### src/rtl/ex_stage_md.sv
// Execute stage: single-cycle ALU plus an iterative shift-add multiplier and
// restoring divider, feeding the registered EX/MEM outputs.
module ex_stage_md #(
  parameter int DW = 32,
  parameter int RW = 5
) (
  input  logic          clk,
  input  logic          rst,
  input  logic          En,
  input  logic          Clr,
  input  logic [DW-1:0] RefAddr,
  input  logic [DW-1:0] rData1,
  input  logic [DW-1:0] rData2_i,
  input  logic [DW-1:0] Offset,
  input  logic [RW-1:0] RtAddr,
  input  logic [RW-1:0] RdAddr,
  input  logic          DstReg,
  input  logic          ALUSrc,
  input  logic [3:0]    Op,
  output logic [DW-1:0] JumpAddr,
  output logic [DW-1:0] Result,
  output logic [DW-1:0] rData2,
  output logic          Zero,
  output logic [RW-1:0] wAddr,
  output logic          Stall
);

  localparam int CW = $clog2(DW + 1);

  typedef enum logic [1:0] {IDLE, BUSY, DONE} state_t;

  state_t        state_reg, state_next;
  logic [DW-1:0] opb, alu_res, md_res, res_sel;
  logic          is_md, start, load;
  logic [DW-1:0] a_reg, b_reg, q_reg;
  logic [DW-1:0] a_next, b_next, q_next;
  logic [3:0]    op_reg;
  logic [CW-1:0] cnt_reg;
  logic [DW+1:0] trial;

  assign opb   = ALUSrc ? Offset : rData2_i;
  assign is_md = (Op == 4'd5) || (Op == 4'd6) || (Op == 4'd7);
  assign start = (state_reg == IDLE) && is_md && !Clr;
  assign load  = En && !Stall && !Clr;

  always_comb begin
    alu_res = '0;
    case (Op)
      4'd0:    alu_res = rData1 + opb;
      4'd1:    alu_res = rData1 - opb;
      4'd2:    alu_res = rData1 & opb;
      4'd3:    alu_res = rData1 | opb;
      4'd4:    alu_res = {{(DW-1){1'b0}}, ($signed(rData1) < $signed(opb))};
      default: alu_res = '0;
    endcase
  end

  // a_reg holds the product accumulator or the partial remainder; q_reg the
  // multiplier or the dividend shifting into the quotient.
  always_comb begin
    md_res = a_reg;
    if (op_reg == 4'd6) md_res = q_reg;
  end

  assign res_sel = (state_reg == DONE) ? md_res : alu_res;

  // One iteration step; the extra top bit of trial flags a failed subtract.
  always_comb begin
    trial  = {1'b0, a_reg, q_reg[DW-1]} - {2'b00, b_reg};
    a_next = a_reg;
    b_next = b_reg;
    q_next = q_reg;
    if (op_reg == 4'd5) begin
      a_next = q_reg[0] ? (a_reg + b_reg) : a_reg;
      b_next = b_reg << 1;
      q_next = q_reg >> 1;
    end else if (!trial[DW+1]) begin
      a_next = trial[DW-1:0];
      q_next = {q_reg[DW-2:0], 1'b1};
    end else begin
      a_next = {a_reg[DW-2:0], q_reg[DW-1]};
      q_next = {q_reg[DW-2:0], 1'b0};
    end
  end

  always_comb begin
    state_next = state_reg;
    Stall      = 1'b0;
    case (state_reg)
      IDLE: if (start) begin
        Stall      = 1'b1;
        state_next = BUSY;
      end
      BUSY: begin
        Stall = 1'b1;
        if (cnt_reg == CW'(1)) state_next = DONE;
      end
      DONE: if (En) state_next = IDLE;
      default: state_next = IDLE;
    endcase
    if (Clr) state_next = IDLE;
  end

  always_ff @(posedge clk) begin
    if (!rst) state_reg <= IDLE;
    else      state_reg <= state_next;
  end

  always_ff @(posedge clk) begin
    if (!rst) begin
      JumpAddr <= '0;
      Result   <= '0;
      Zero     <= 1'b0;
      rData2   <= '0;
      wAddr    <= '0;
      a_reg    <= '0;
      b_reg    <= '0;
      q_reg    <= '0;
      op_reg   <= '0;
      cnt_reg  <= '0;
    end else begin
      if (Clr) begin
        JumpAddr <= '0;
        Result   <= '0;
        Zero     <= 1'b0;
        rData2   <= '0;
        wAddr    <= '0;
      end else if (load) begin
        JumpAddr <= RefAddr + (Offset << 2);
        Result   <= res_sel;
        Zero     <= (res_sel == '0);
        rData2   <= rData2_i;
        wAddr    <= DstReg ? RdAddr : RtAddr;
      end
      if (start) begin
        a_reg   <= '0;
        b_reg   <= opb;
        q_reg   <= rData1;
        op_reg  <= Op;
        cnt_reg <= CW'(DW);
      end else if (state_reg == BUSY) begin
        a_reg   <= a_next;
        b_reg   <= b_next;
        q_reg   <= q_next;
        cnt_reg <= cnt_reg - CW'(1);
      end
    end
  end

endmodule

### config.mk
export PLATFORM = sky130hd
export DESIGN_NAME = ex_stage_md
export DESIGN_NICKNAME = d
export VERILOG_FILES = /design/src/rtl/ex_stage_md.sv
export SDC_FILE = /design/constraint.sdc
export NUM_CORES = 1
export LEC_CHECK = 0
export BUFFER_PORTS_ARGS = -buffer_cell sky130_fd_sc_hd__buf_2
export CAP_MARGIN = 20
export CORE_UTILIZATION = 65
export CTS_CLUSTER_DIAMETER = 200
export DETAILED_ROUTE_END_ITERATION = 16
export PLACE_DENSITY = 0.87
export SLEW_MARGIN = 15
export SYNTH_ARGS = -nofsm -noshare
export SYNTH_HDL_FRONTEND = slang
export SYNTH_SLANG_ARGS = --single-unit
### constraint.sdc
create_clock -name clk -period 9.4 [get_ports clk]
set_clock_uncertainty 0.1 [all_clocks]
set_input_delay 0.94 -clock clk [delete_from_list [all_inputs] [get_ports clk]]
set_output_delay 0.94 -clock clk [all_outputs]
set_load 0.01 [all_outputs]
======== Yosys cells after proc, flatten, opt, wreduce, memory -nomap -nowiden ========
Index checks and enable logic that the tools add are counted.
storage, ports and cells
  register bits after elaboration ......... 210
  output and inout bits ................... 103
operators by class
  add/sub/neg operators ................... 6
  magnitude comparators ................... 1
  equality and inequality tests ........... 16
  muxes and demuxes ....................... 23
  bitwise operators ....................... 3
  reduce and logical (&&, ||, !) cells .... 18
operators with widths
  cell                                                                    number
  32-bit 2-to-1 mux                                                       12
  32-bit case mux with 5 select lines                                     1
  32-bit adder                                                            3
  33-bit by 32-bit subtractor with 34-bit output                          1
  32-bit AND                                                              1
  32-bit logical NOT                                                      1
  32-bit less-than comparator                                             1
  32-bit bitwise OR                                                       1
  32-bit subtractor                                                       1
  4-bit by 3-bit equality test with 1-bit output (second input constant)  6
  6-bit 2-to-1 mux                                                        2
  4-bit by 2-bit equality test with 1-bit output (second input constant)  2
  2-bit inequality test (second input constant)                           4
  6-bit by 1-bit equality test with 1-bit output (second input constant)  1
  2-bit 2-to-1 mux                                                        3
  2-bit case mux with 3 select lines                                      1
  6-bit by 1-bit subtractor with 6-bit output (second input constant)     1
  5-bit 2-to-1 mux                                                        1
  4-bit by 1-bit equality test with 1-bit output (second input constant)  1
  1-bit logical AND                                                       4
  4-bit logical NOT                                                       1
  2-bit AND reduction                                                     2
  2-bit nonzero test                                                      2
  2-bit OR reduction                                                      2
  9 further kinds                                                         12

======== Longest topological paths before layout ========
  word-level depth ........................ 10
  gate-level depth with buffers ........... 18
  gate-level depth less buffers ........... 16

======== Worst setup path before layout ========
No wires, ideal clock.
  path type ............................... input to register
  from .................................... input port ALUSrc
  to ...................................... register Zero
  data arrival time ....................... 5.108 ns
  setup slack ............................. 4.104 ns
  stages .................................. 17
  buffers on the path ..................... 3
  cells stage by stage .................... clkbuf_1 > buf_1 > mux2i_1 > ha_1 > buf_6 > nand2b_1 > o31ai_1 > nand3_1 > a211oi_2 > a31oi_1 > o31ai_1 > mux2i_1 > o211ai_1 > or4_4 > nor4_2 > nand4_1 > o32ai_2
on the way
  cells in the longest elaborated chain, start to end .. 5
  elaborated cells between the ends (all ways) .. 9
RTL lines
  element                                    line  text
  start, declared                            18    input logic ALUSrc,
  32-bit 2-to-1 mux (*)                      41    assign opb = ALUSrc ? Offset : rData2_i;
  32-bit subtractor (tied with other cells)  50    4'd1: alu_res = rData1 - opb;
  32-bit case mux with 5 select lines (*)    48    case (Op)
  32-bit 2-to-1 mux (*)                      65    assign res_sel = (state_reg == DONE) ? md_res : alu_res;
  32-bit logical NOT (*)                     131   Zero <= (res_sel == '0);
  end signal, assigned                       131
  end, declared                              23    output logic Zero,
Every way passes the cells marked *; elsewhere a longest branch is shown, timed or not.
A chain may end at the register's enable or synchronous reset.

======== Worst setup path after layout ========
Ends and elaborated chain as after synthesis.

==> impl_results.rst <==
.. list-table::
   :header-rows: 1

   * - Metric
     - Value
   * - Antenna violations before repair
     - 6
   * - Yosys warns
     - 0
   * - Final Cycle Share
     - 64.95%
   * - Maximum cell stage delay along the critical path
     - 0.75 ns
   * - Hold-fix buffer count after cts
     - 0
   * - Number of ports placed on the die boundary
     - 251
   * - Cell area reported after detailed placement
     - 0.02097 sq mm
   * - Sort of element at the end of the critical path
     - flop
   * - Fraction of layout cells with a size suffix above 1
     - 14.11%
   * - Number of max-slew violations in the final report
     - 0
   * - Final Net Count
     - 3161
   * - Nature of the critical path startpoint
     - input pin
   * - Post-place setup slack
     - 2.881 ns
   * - TritonCTS clock tree
     - yes
   * - Data arrival time of the critical path
     - 6.46 ns
   * - Finished layout cell area
     - 0.02190 sq mm
   * - Fin Hold WS
     - 0.3511 ns
   * - Number of enable-type register cells in the synthesized netlist
     - 0
   * - Cell type group with the largest total delay on the critical path
     - compound AO/OA/AOI/OAI gates
   * - Maximum number of pins on one net before global-route repair
     - 104
   * - Number of buffer and inverter stages on the critical path
     - 2
   * - Via count of the first global-routing pass
     - 20670
   * - Synthesized netlist net count
     - 3017
   * - Final setup violation count
     - 0
   * - Maximum fanout along the worst path
     - 26
   * - Detailed placement HPWL
     - 54850 microns
   * - Global-route wire length before repair
     - 111800 microns
   * - Share of async-settable or async-resettable flops after synthesis
     - 0%
   * - Post-CTS setup repair buffer count
     - 0
   * - Count of placed standard cells in the final layout, fillers left out
     - 3233
   * - Unrepaired setup endpoints after global routing
     - false
   * - Share of the yosys chip area belonging to registers
     - 21.37%
   * - Pre-Repair DR Iteration Count
     - 10
   * - Total detailed-routing wirelength
     - 74000 microns
   * - Post-DRT Antenna Nets
     - 0
   * - Overall die area
     - 0.03096 sq mm
   * - Placed cell count
     - 3178
   * - Sum of negative setup slack
     - 0 ns
   * - Number of clock buffers inserted by TritonCTS
     - 25
   * - Cell Rows
     - 63
   * - X dimension of the die
     - 176.0 microns
   * - Worst-path cell chain
     - buf_2 -> buf_4 -> mux2i_1 -> ha_1 -> nand2b_1 -> o31ai_1 -> nand3_1 -> a211oi_2 -> a31oi_1 -> o31ai_1 -> mux2i_1 -> o211ai_1 -> or4_4 -> nor4_2 -> nand4_1 -> o32ai_2
   * - Fin util
     - 73.69%
   * - RePlAce Congestion
     - 1.020
   * - Average routed wire per standard cell
     - 22.89 microns
   * - Number of sinks handled by clock tree synthesis
     - 210
   * - Maximum vdd ir drop
     - 0.1413 mV
   * - Yosys cell types
     - 111
   * - Kind of path behind the tightest hold check
     - flop to flop
   * - Maximum root-to-sink buffer count
     - 3
   * - Detailed-route via count
     - 22102
   * - Slack of the critical path
     - 3.295 ns
   * - Number of cells upsized or downsized after cts
     - 0
   * - Maximum clock rate
     - 0.1638 GHz
   * - Gr usage total
     - 45.64%
   * - CP required
     - 9.75 ns
   * - Remaining routing DRC violations
     - 0
   * - Clock latency at the later pin of the worst-skew pair
     - 0.57 ns
   * - Number of vias per cell after detailed routing
     - 6.836
   * - Predominant post-synthesis flop cell
     - dfxtp_1
   * - H-tree depth reported by CTS
     - 1
   * - Final Hold Vio Count
     - 0
   * - Synth Area per Inst
     - 7.356 sq um
   * - Vertical die dimension
     - 176.0 microns
   * - Remaining Overflow, GRT
     - 0
   * - Static leakage
     - 9.713 nW
   * - Slowest cell on the critical path
     - buf_2
   * - Count of max-cap constraint violations
     - 0
   * - Instance count of the mapped netlist
     - 2674
   * - PwrDens
     - 136.4 mW/mm^2
   * - Synthesis-to-finish area growth
     - 11.33%
   * - Post-synthesis cell area
     - 0.01967 sq mm
   * - Worst slew pin tran
     - 1.184 ns
   * - Clock Tree Root
     - clkbuf_16
   * - Starting DRC count in detailed routing
     - 2883
   * - Remaining max-slew budget at the tightest pin
     - 20.46%
   * - Run status
     - finished, final reports clean
   * - Number of synthesized register bits
     - 210
   * - Core Area
     - 0.02972 sq mm
   * - Final critical path time including I/O delays and setup
     - 6.105 ns
   * - Initial cell density of the core
     - 66.19%
   * - Overall Power
     - 2.987 mW
   * - Type of the setup path with the least slack
     - input pin to flop
   * - Count of input and output buffers
     - 250
   * - Clock-pin slew on the worst setup and hold paths
     - 0.06 ns
-- per-layer routing --
| layer | up-vias | global-route usage (%) | wire length, microns |
|---|---|---|---|
| met5 | - | 0 | 0 |
| met4 | 0 | 23.70 | 4190 |
| met3 | 309 | 11.91 | 9651 |
| met2 | 1497 | 69.91 | 31580 |
| met1 | 10366 | 58.83 | 28580 |
| li1 | 9930 | - | - |
-- logic make-up (layout without fill, tap and decap cells) --
family                     count (synthesis)  after routing  share of synthesized area (%)
DFF                                      210            210                          21.37
adders and majority gates                195            195                          12.59
muxes                                     66             66                          3.454
AOI/OAI and AO/OA                        886            886                          30.16
other                                      0              8                              0
xor gates and xnor gates                  88             88                          3.918
and+or+nand+nor                          899            899                          21.56
buffers and inverters                    330            491                          6.940
-- cell usage after synthesis, types with 42 or more instances --
library cell  number  area (sq um)
nor2_1           237         889.6
xnor2_1           55         481.7
dfxtp_1          210          4204
inv_1            166         623.1
nand3_1           50         250.2
a21oi_1          314          1572
nor3_1            57         285.3
clkbuf_1         108         405.4
o21ai_0          116         580.6
a211oi_1          83         623.1
a21o_1            45         337.8
a221oi_1          42         367.9
nand2_1          317          1190
nor2b_1           84         525.5
ha_1             190          2377
mux2i_1           60         600.6
-- worst reg2reg max path, delay by kind of cell, from the launching register on --
kind | cells | cell delay [ns]
AOI/OAI and AO/OA | 7 | 2.05
adders and majority gates | 1 | 0.29
buffers and inverters | 2 | 0.48
DFF | 1 | 0.47
and+or+nand+nor | 5 | 1.67
-- report_power, final --
part	internal (mW)	total (mW)	switching [mW]
clock	0.593	1.01	0.420
sequential	0.917	0.940	0.0232
combinational	0.378	1.03	0.655
total	1.89	2.99	1.10
-- final cells by class --
class | instances | area [sq um]
fillers | 2267 | 7819
multi-input cells | 2134 | 14210
repair buffers | 279 | 1516
clock inverters | 12 | 148.9
diodes | 8 | 20.02
inverters | 168 | 630.6
flip-flops and latches | 210 | 4204
clock buffers | 32 | 681.9
well taps | 390 | 488.0
-- final timing paths --
check / start / to / slack (ns) / depth (start not counted)
max: ALUSrc / Zero / 3.29 / 16
min: JumpAddr[14] / JumpAddr[14] / 0.35 / 2
max reg2reg: b_reg[1] / a_reg[29] / 4.18 / 15
min reg2reg: JumpAddr[14] / JumpAddr[14] / 0.35 / 2
-- placed cells by master, fill, tap and decap left out, types with 16 or more instances in the layout --
master / count
inv_1: 166
xnor2_1: 55
o21ai_0: 116
clkbuf_16: 25
o22ai_1: 20
xor2_1: 33
a31oi_1: 21
a211o_1: 16
nand2b_1: 28
o21bai_1: 16
nor3_1: 56
o211ai_1: 19
buf_2: 250
a211oi_1: 83
a21oi_1: 313
a221oi_1: 42
mux2i_1: 60
and3_1: 17
nand2_1: 316
nor2b_1: 84
nor2_1: 233
nand3_1: 50
a21o_1: 45
o21a_1: 21
ha_1: 190
buf_4: 26
dfxtp_1: 210
o31ai_1: 22
Note: power is estimated with default switching activity, not from simulation.
